### src/rtl/uart_tx_arbiter.sv
// uart_tx_arbiter
//   Shares one 8N1 UART transmit line between NumReq byte-stream requesters.
//   A round-robin arbiter picks the next byte while the serialiser is idle.
//   With LineLock=1 a requester that starts a text line keeps the line until
//   it sends 0x0A or stays silent for IdleTimeout cycles, so lines never
//   interleave.
//
// Ports
//   clk_i        system clock
//   rst_i        synchronous active-high reset
//   req_valid_i  [NumReq]    byte available, one bit per requester
//   req_data_i   [NumReq*8]  byte for requester i in bits [8i+7:8i]
//   req_ready_o  [NumReq]    one-cycle accept pulse (one-hot, only with valid)
//   tx_o         serial output, idle high
//   busy_o       high while a frame is being shifted
//   grant_o      index of the current/last granted requester
//   lock_o       high while the line lock is held
module uart_tx_arbiter #(
  parameter int NumReq         = 4,
  parameter int ClockFrequency = 30_000_000,
  parameter int BaudRate       = 115_200,
  parameter int LineLock       = 1,
  parameter int IdleTimeout    = 1024
) (
  input  logic                      clk_i,
  input  logic                      rst_i,
  input  logic [NumReq-1:0]         req_valid_i,
  input  logic [NumReq*8-1:0]       req_data_i,
  output logic [NumReq-1:0]         req_ready_o,
  output logic                      tx_o,
  output logic                      busy_o,
  output logic [$clog2(NumReq)-1:0] grant_o,
  output logic                      lock_o
);

  localparam int ClksPerBit = ClockFrequency / BaudRate;
  localparam int IW = $clog2(NumReq);
  localparam int CW = (ClksPerBit > 1) ? $clog2(ClksPerBit) : 1;
  localparam int TW = (IdleTimeout > 1) ? $clog2(IdleTimeout) : 1;

  localparam logic [CW-1:0] BitLast     = CW'(ClksPerBit - 1);
  localparam logic [TW-1:0] TimeoutLast = TW'(IdleTimeout - 1);
  localparam logic [IW-1:0] ReqLast     = IW'(NumReq - 1);

  typedef enum logic [1:0] {IDLE, START, DATA, STOP} state_t;

  state_t          state_reg, state_next;
  logic [CW-1:0]   clk_cnt_reg, clk_cnt_next;
  logic [2:0]      bit_cnt_reg, bit_cnt_next;
  logic [7:0]      shift_reg, shift_next;
  logic            tx_reg, tx_next;
  logic [IW-1:0]   grant_reg, grant_next;
  logic [IW-1:0]   ptr_reg, ptr_next;
  logic            lock_reg, lock_next;
  logic [TW-1:0]   to_cnt_reg, to_cnt_next;

  logic [7:0]        req_byte [NumReq];
  logic [NumReq-1:0] eligible;
  logic              win_found;
  logic [IW-1:0]     win_idx;
  logic              accept;
  int                arb_sum;
  logic [IW-1:0]     arb_cand;

  // Per-requester byte slices, eligibility and ready decode. While the lock
  // is held only the owner (the last granted requester) may compete.
  generate
    for (genvar gi = 0; gi < NumReq; gi++) begin : g_req
      assign req_byte[gi]    = req_data_i[8*gi +: 8];
      assign eligible[gi]    = req_valid_i[gi] & (~lock_reg | (grant_reg == IW'(gi)));
      assign req_ready_o[gi] = accept & (win_idx == IW'(gi));
    end
  endgenerate

  // Round-robin search: first eligible index at or after the pointer,
  // wrapping modulo NumReq (NumReq need not be a power of two).
  always_comb begin
    win_found = 1'b0;
    win_idx   = '0;
    arb_sum   = 0;
    arb_cand  = '0;
    for (int k = 0; k < NumReq; k++) begin
      arb_sum = int'(ptr_reg) + k;
      if (arb_sum >= NumReq) begin
        arb_sum = arb_sum - NumReq;
      end
      arb_cand = IW'(arb_sum);
      if (!win_found && eligible[arb_cand]) begin
        win_found = 1'b1;
        win_idx   = arb_cand;
      end
    end
  end

  // Ready is combinational so the accept happens in the arbitration cycle;
  // it is masked during reset so a reset cycle never completes a handshake.
  assign accept = (state_reg == IDLE) & win_found & ~rst_i;

  always_comb begin
    state_next   = state_reg;
    clk_cnt_next = clk_cnt_reg;
    bit_cnt_next = bit_cnt_reg;
    shift_next   = shift_reg;
    tx_next      = tx_reg;
    grant_next   = grant_reg;
    ptr_next     = ptr_reg;
    lock_next    = lock_reg;
    to_cnt_next  = to_cnt_reg;

    case (state_reg)
      IDLE: begin
        if (win_found) begin
          shift_next   = req_byte[win_idx];
          grant_next   = win_idx;
          ptr_next     = (win_idx == ReqLast) ? '0 : win_idx + IW'(1);
          to_cnt_next  = '0;
          clk_cnt_next = '0;
          tx_next      = 1'b0;
          state_next   = START;
          if (LineLock != 0) begin
            lock_next = (req_byte[win_idx] != 8'h0A);
          end
        end else if (lock_reg) begin
          // Locked with no winner means the owner has nothing to send.
          // The release lands on the edge, so the following cycle
          // arbitrates among everybody.
          if (to_cnt_reg == TimeoutLast) begin
            lock_next   = 1'b0;
            to_cnt_next = '0;
          end else begin
            to_cnt_next = to_cnt_reg + TW'(1);
          end
        end
      end

      START: begin
        if (clk_cnt_reg == BitLast) begin
          clk_cnt_next = '0;
          bit_cnt_next = 3'd0;
          tx_next      = shift_reg[0];
          state_next   = DATA;
        end else begin
          clk_cnt_next = clk_cnt_reg + CW'(1);
        end
      end

      DATA: begin
        if (clk_cnt_reg == BitLast) begin
          clk_cnt_next = '0;
          if (bit_cnt_reg == 3'd7) begin
            tx_next    = 1'b1;
            state_next = STOP;
          end else begin
            bit_cnt_next = bit_cnt_reg + 3'd1;
            shift_next   = shift_reg >> 1;
            tx_next      = shift_reg[1];
          end
        end else begin
          clk_cnt_next = clk_cnt_reg + CW'(1);
        end
      end

      STOP: begin
        if (clk_cnt_reg == BitLast) begin
          clk_cnt_next = '0;
          state_next   = IDLE;
        end else begin
          clk_cnt_next = clk_cnt_reg + CW'(1);
        end
      end

      default: begin
        state_next = IDLE;
        tx_next    = 1'b1;
      end
    endcase
  end

  always_ff @(posedge clk_i) begin
    if (rst_i) begin
      state_reg   <= IDLE;
      clk_cnt_reg <= '0;
      bit_cnt_reg <= '0;
      shift_reg   <= '0;
      tx_reg      <= 1'b1;
      grant_reg   <= '0;
      ptr_reg     <= '0;
      lock_reg    <= 1'b0;
      to_cnt_reg  <= '0;
    end else begin
      state_reg   <= state_next;
      clk_cnt_reg <= clk_cnt_next;
      bit_cnt_reg <= bit_cnt_next;
      shift_reg   <= shift_next;
      tx_reg      <= tx_next;
      grant_reg   <= grant_next;
      ptr_reg     <= ptr_next;
      lock_reg    <= lock_next;
      to_cnt_reg  <= to_cnt_next;
    end
  end

  assign tx_o    = tx_reg;
  assign busy_o  = (state_reg != IDLE);
  assign grant_o = grant_reg;
  assign lock_o  = lock_reg;

endmodule

### config.mk
export PLATFORM = sky130hd
export DESIGN_NAME = uart_tx_arbiter
export DESIGN_NICKNAME = d
export VERILOG_FILES = /design/src/rtl/uart_tx_arbiter.sv
export SDC_FILE = /design/constraint.sdc
export NUM_CORES = 1
export LEC_CHECK = 0
export ABC_AREA = 1
export CAP_MARGIN = 15
export CORE_AREA = 3 3 107 109
export CTS_CLUSTER_DIAMETER = 100
export DETAILED_ROUTE_END_ITERATION = 10
export DIE_AREA = 0 0 110 112
export PLACE_DENSITY_LB_ADDON = 0.25
export SYNTH_ARGS = -nofsm -noshare
export SYNTH_HDL_FRONTEND = slang
export SYNTH_SLANG_ARGS = --single-unit
### constraint.sdc
create_clock -name clk_i -period 4.1 [get_ports clk_i]
set_input_delay 1.025 -clock clk_i [delete_from_list [all_inputs] [get_ports clk_i]]
set_output_delay 1.025 -clock clk_i [all_outputs]
set_load 0.01 [all_outputs]
After elaboration in Yosys (flattened, before gate mapping):

Cells that the tools add are included.

* add/subtract/negate cells: 11
* reductions and logical operators: 21
* bitwise operators: 17
* equality and inequality tests: 19
* mux-type cells: 52
* $lt $le $gt $ge: 9

Operators by type and width (count)
* 8-bit 2-to-1 mux: 5
* 10-bit 2-to-1 mux: 3
* 2-bit 2-to-1 mux: 14
* 9-bit 2-to-1 mux: 2
* 9-bit one-hot mux with 2 select lines: 1
* 8-bit binary-select mux with 2-bit select: 1
* 8-bit one-hot mux with 2 select lines: 1
* 1-bit 2-to-1 mux: 15
* 2-bit == test, second input constant: 6
* 3-bit greater-or-equal comparator, second input constant: 4
* 2-bit by 3-bit < comparator with 1-bit output, second input constant: 4
* 2-bit inequality test, second input constant: 6
* 4-bit AND reduction: 3
* 10-bit by 1-bit adder with 10-bit output, second input constant: 1
* 1-bit AND: 10
* 10-bit == test, second input constant: 1
* 9-bit by 1-bit adder with 9-bit output, second input constant: 1
* 9-bit == test, second input constant: 1
* 3-bit 2-to-1 mux: 3
* 1-bit binary-select mux with 2-bit select: 4
* 8-bit by 4-bit inequality test with 1-bit output, second input constant: 1
* 2-bit one-hot mux with 4 select lines: 1
* 2-bit nonzero test: 4
* 2-bit by 1-bit subtractor with 2-bit output, second input constant: 4
* 19 further kinds: 33

* register bits: 38

Longest topological paths before layout:

* depth in word-level cells: 21
* depth in mapped cells: 21
* mapped depth without buffers: 20

Worst setup path after synthesis:

Ideal clock, no wire load.

* path kind: input-to-output
* start: in req_valid_i[3]
* end: out req_ready_o[3]
* data arrival time: 2303 ps
* path slack: 772 ps
* cell stages on the path: 11
* required time: 3075 ps
* path buffers: 1
* cell sequence: nand3_1 > nand3_1 > nand2_1 > nand3_1 > nand2_4 > nand2_4 > buf_6 > inv_1 > ha_1 > inv_1 > nor2_1

* elaborated cells between the ends (all ways): 27

RTL lines
* from (decl): RTL line 27 `input logic [NumReq-1:0] req_valid_i,`
* 1-bit AND (*): RTL line 70 `assign eligible[gi] = req_valid_i[gi] & (~lock_reg | (grant_reg == IW'(gi)));`
* 1-bit binary-select mux with 2-bit select: RTL line 88 `if (!win_found && eligible[arb_cand]) begin`
* 1-bit 2-to-1 mux (implied by the code): RTL line 88
* 1-bit 2-to-1 mux: RTL line 88
* 1-bit zero test: RTL line 88
* 1-bit logical AND: RTL line 88
* 1-bit 2-to-1 mux: RTL line 88
* 1-bit zero test: RTL line 88
* 1-bit logical AND: RTL line 88
* 1-bit 2-to-1 mux: RTL line 88
* 1-bit zero test: RTL line 88
* 1-bit logical AND: RTL line 88
* 2-bit 2-to-1 mux (*): RTL line 88
* via win_idx[0]: RTL line 60 `logic [IW-1:0] win_idx;`
* 2-bit == test (*): RTL line 71 `assign req_ready_o[gi] = accept & (win_idx == IW'(gi));`
* 1-bit AND (*): RTL line 71
* to (decl): RTL line 29 `output logic [NumReq-1:0] req_ready_o,`

The timed path passes the listed nets; every way through them passes the cells marked *. The select of a mux whose other input is x is not followed.

Worst setup path after layout:

* start: in req_valid_i[1]
* end: out req_ready_o[1]

* elaborated cells between the ends (all ways): 27

RTL lines (RTL line)
* 1-bit AND (*): 70
* 1-bit binary-select mux with 2-bit select: 88
* 1-bit 2-to-1 mux (implied by the code): 88
* 1-bit 2-to-1 mux: 88
* 1-bit zero test: 88
* 1-bit logical AND: 88
* 1-bit 2-to-1 mux: 88
* 1-bit zero test: 88
* 1-bit logical AND: 88
* 1-bit 2-to-1 mux: 88
* 1-bit zero test: 88
* 1-bit logical AND: 88
* 2-bit 2-to-1 mux (*): 88
* via win_idx[0]: 60
* 2-bit by 1-bit == test with 1-bit output (*): 71
* 1-bit AND (*): 71

Marked as above.

==> flow_summary_export.csv <==
group,metric,value,unit
worst_setup_path,cp.required,3.07,ns
route,firstDrtPassIters,4,
finish,final_common_cell,"nand2_1",
synthesis,synth_xor_area_share,0.951,%
finish,drive_above_1_share,10.4,%
clock_network,cts_buffer_depth,2,
finish,syn_to_final_growth,29.5,%
timing,finalSetupViolCount,0,
synthesis,synth_area,0.00263,mm2
clock_network,clock_latency,0.28,ns
synthesis,syn_area_per_cell,6.70,um2
global_routing,grt_pass1_vias,2600,
timing,max_freq,0.255,GHz
worst_setup_path,rr_startpoint,"ptr_reg[0]",
synthesis,synth_top_area_share,28.9,%
min_path,hold_path_depth,1,
timing,fin_skew,0.00668,ns
worst_setup_path,critPathLaunch,"req_valid_i[1]",
die,ioPinCount,47,
synthesis,syn_inst,393,
place,routabilityCongestion,0.765,
route,wl_per_cell,11.2,um
die,core,0.0107,mm2
synthesis,yosys_warnings,0,
timing,finalCriticalPeriod,3.92,ns
clock_network,path_clk_slew,0.07,ns
power_and_ir_drop,powerDensity,740,mW/mm2
min_path,hold_class,"register to register",
synthesis,ys_seq_area_share,28.9,%
finish,fin_nets,500,
finish,layout_common_cells,"nand2_1, nand3_1, inv_1",
finish,stdcell_area,0.00341,mm2
synthesis,syn_nets,444,
timing,final-max-slew-violation-count,0,
worst_setup_path,crit_cells,14,
worst_setup_path,rrSetupSlack,1.58,ns
status,outcome,"finished, final reports clean",
worst_setup_path,cp.buffers_inverters,5,
clock_network,cts_buffers,5,
min_path,min_from,"to_cnt_reg[9]",
place,dp_hpwl,5170,um
route,drtAntennaViolNets,0,
place,place_area,0.00327,mm2
clock_network,cts_tree,"done",
synthesis,synth_top_family_by_area,"simple AND/OR/NAND/NOR gates",
worst_setup_path,end_kind,"primary output",
worst_setup_path,cpLargestDelayFamily,"buffers and inverters",
die,dieWidth,110,um
route,routed_wl,6630,um
route,vias_per_cell,4.47,
worst_setup_path,path_cells,"clkdlybuf4s50_1, nand3_1, nand3_2, nand2_2, buf_4, nand2_1, nand2_2, nand2_4, nand2_4, inv_1, ha_1, inv_1, nor2_1, clkdlybuf4s15_1",
synthesis,synth_simple_gate_area_share,38.6,%
timing,finalSetupTns,0,ns
synthesis,ys_ff_latch,38,
global_routing,overflow,0,
route,dr_total_vias,2636,
place,portBuffers,46,
synthesis,synth_cell_types,38,
global_routing,grt_antenna_before_repair,0,
worst_setup_path,cp.arrival,2.90,ns
worst_setup_path,cp-start-kind,"input pin",
worst_setup_path,crit_fanout,4,
synthesis,synthArstFlopShare,0,%
synthesis,synth_flop_cell,"dfxtp_1",
die,initial_core_util,24.6,%
route,drc,0,
timing,max-slew-margin-rel,50.4,%
flow_run,drv_cap,0,
clock_network,cts-root-buf,"clkbuf_8",
worst_setup_path,crit_slowest_cell,"clkdlybuf4s50_1",
clock_network,h-tree-depth,2,
worst_setup_path,slowest_delay,0.48,ns
finish,largest_reg_flops,10,
finish,final_core_util,31.8,%
clock_network,clock-sinks,38,
timing,rsz0062_at_grt,"false",
synthesis,synth_compound_area_share,15.1,%
die,die_h,112,um
die,row_count,38,
timing,finalHoldViolations,0,
timing,tightestPinTransition,0.737,ns
synthesis,synth-edff-count,0,
global_routing,grt_max_degree,19,
worst_setup_path,ff2ff_path_depth,12,
global_routing,track_usage,11.2,%
synthesis,synth_fa_ha_area_share,6.18,%
worst_setup_path,critPathKind,"input pin to primary output",
timing,holdWs,0.462,ns
synthesis,synth_area_leaders,"dfxtp_1, nand2_1, nand3_1",
timing,finalCritPeriodShare,95.7,%
die,die_area,0.0123,mm2
synthesis,synth_top_cell_by_area,"dfxtp_1",
power_and_ir_drop,ir_drop,0.000243,V
power_and_ir_drop,p_leak,1.43,nW
finish,num_antenna_cells,0,
route,drtIter0Drc,144,
synthesis,synth.area.mux_share,0,%
global_routing,grt_pass1_wl,11500,um
## power by group
part	internal [mW]	total (mW)	switching, mW
logic	0.652	1.69	1.04
clock network	0.182	0.309	0.127
registers	0.450	0.521	0.0707
total	1.28	2.52	1.24
## routing by layer
metal  wire length [um]  share of wire [%]  global-route usage, %  vias up
met2               2880                 43                   18.4       46
met1               3300                 50                   15.0     1174
li1                   -                  -                      -     1411
met5                  0                  0                      0        -
met3                404                6.1                   2.49        5
met4                 58               0.87                   2.08        0
## synthesized netlist by cell type, types with 2 or more instances
cell / count
nor2_1: 29
o21ai_2: 4
nand2_2: 2
o21a_1: 2
nand3_1: 53
nand4_1: 3
ha_1: 13
nor3_1: 17
o21ai_1: 6
clkbuf_1: 2
a211oi_1: 2
inv_2: 2
or2_2: 2
nor2_4: 2
nand3b_1: 5
dfxtp_1: 38
a21oi_1: 35
o211a_1: 3
inv_1: 47
nand2_1: 88
o21ai_0: 10
nand3_2: 2
buf_6: 5
nor4_1: 3
nand2_4: 5
## layout make-up
class	instances	area, um2
Timing Repair Buffer	58	543
Multi-Input combinational cell	295	1630
Fill cell	1163	7290
Clock inverter	1	30.0
Clock buffer	7	76.3
Sequential cell	38	761
Inverter	51	194
Tap cell	140	175
## logic make-up after synthesis
group,after synthesis
compound gates,67
xor+xnor,2
fa+ha+maj,13
buf+inv,60
flops,38
simple gates,213
## final timing paths
path | endpoint
min reg2reg | to_cnt_reg[9]
min | to_cnt_reg[9]
max reg2reg | shift_reg[0]
max | req_ready_o[1]
## stage by stage
stage | worst slack (ns) | cells | power (mW)
floorplan | 0.772 | 393 | 1.77
global placement | -0.130 | 581 | 2.20
detailed placement | -0.176 | 581 | 2.21
CTS | 0.102 | 590 | 2.55
global route | 0.00128 | 590 | 2.83
finish | 0.175 | 590 | 2.52
## what timing repair did
item | in CTS | in global routing
pin swaps | 2 | 0
hold buffers | 0 | 0
setup endpoints to repair | 4 | 2
gates resized for setup | 8 | 5
setup buffers | 1 | 0
No activity file was read; power rests on OpenSTA's default activity.
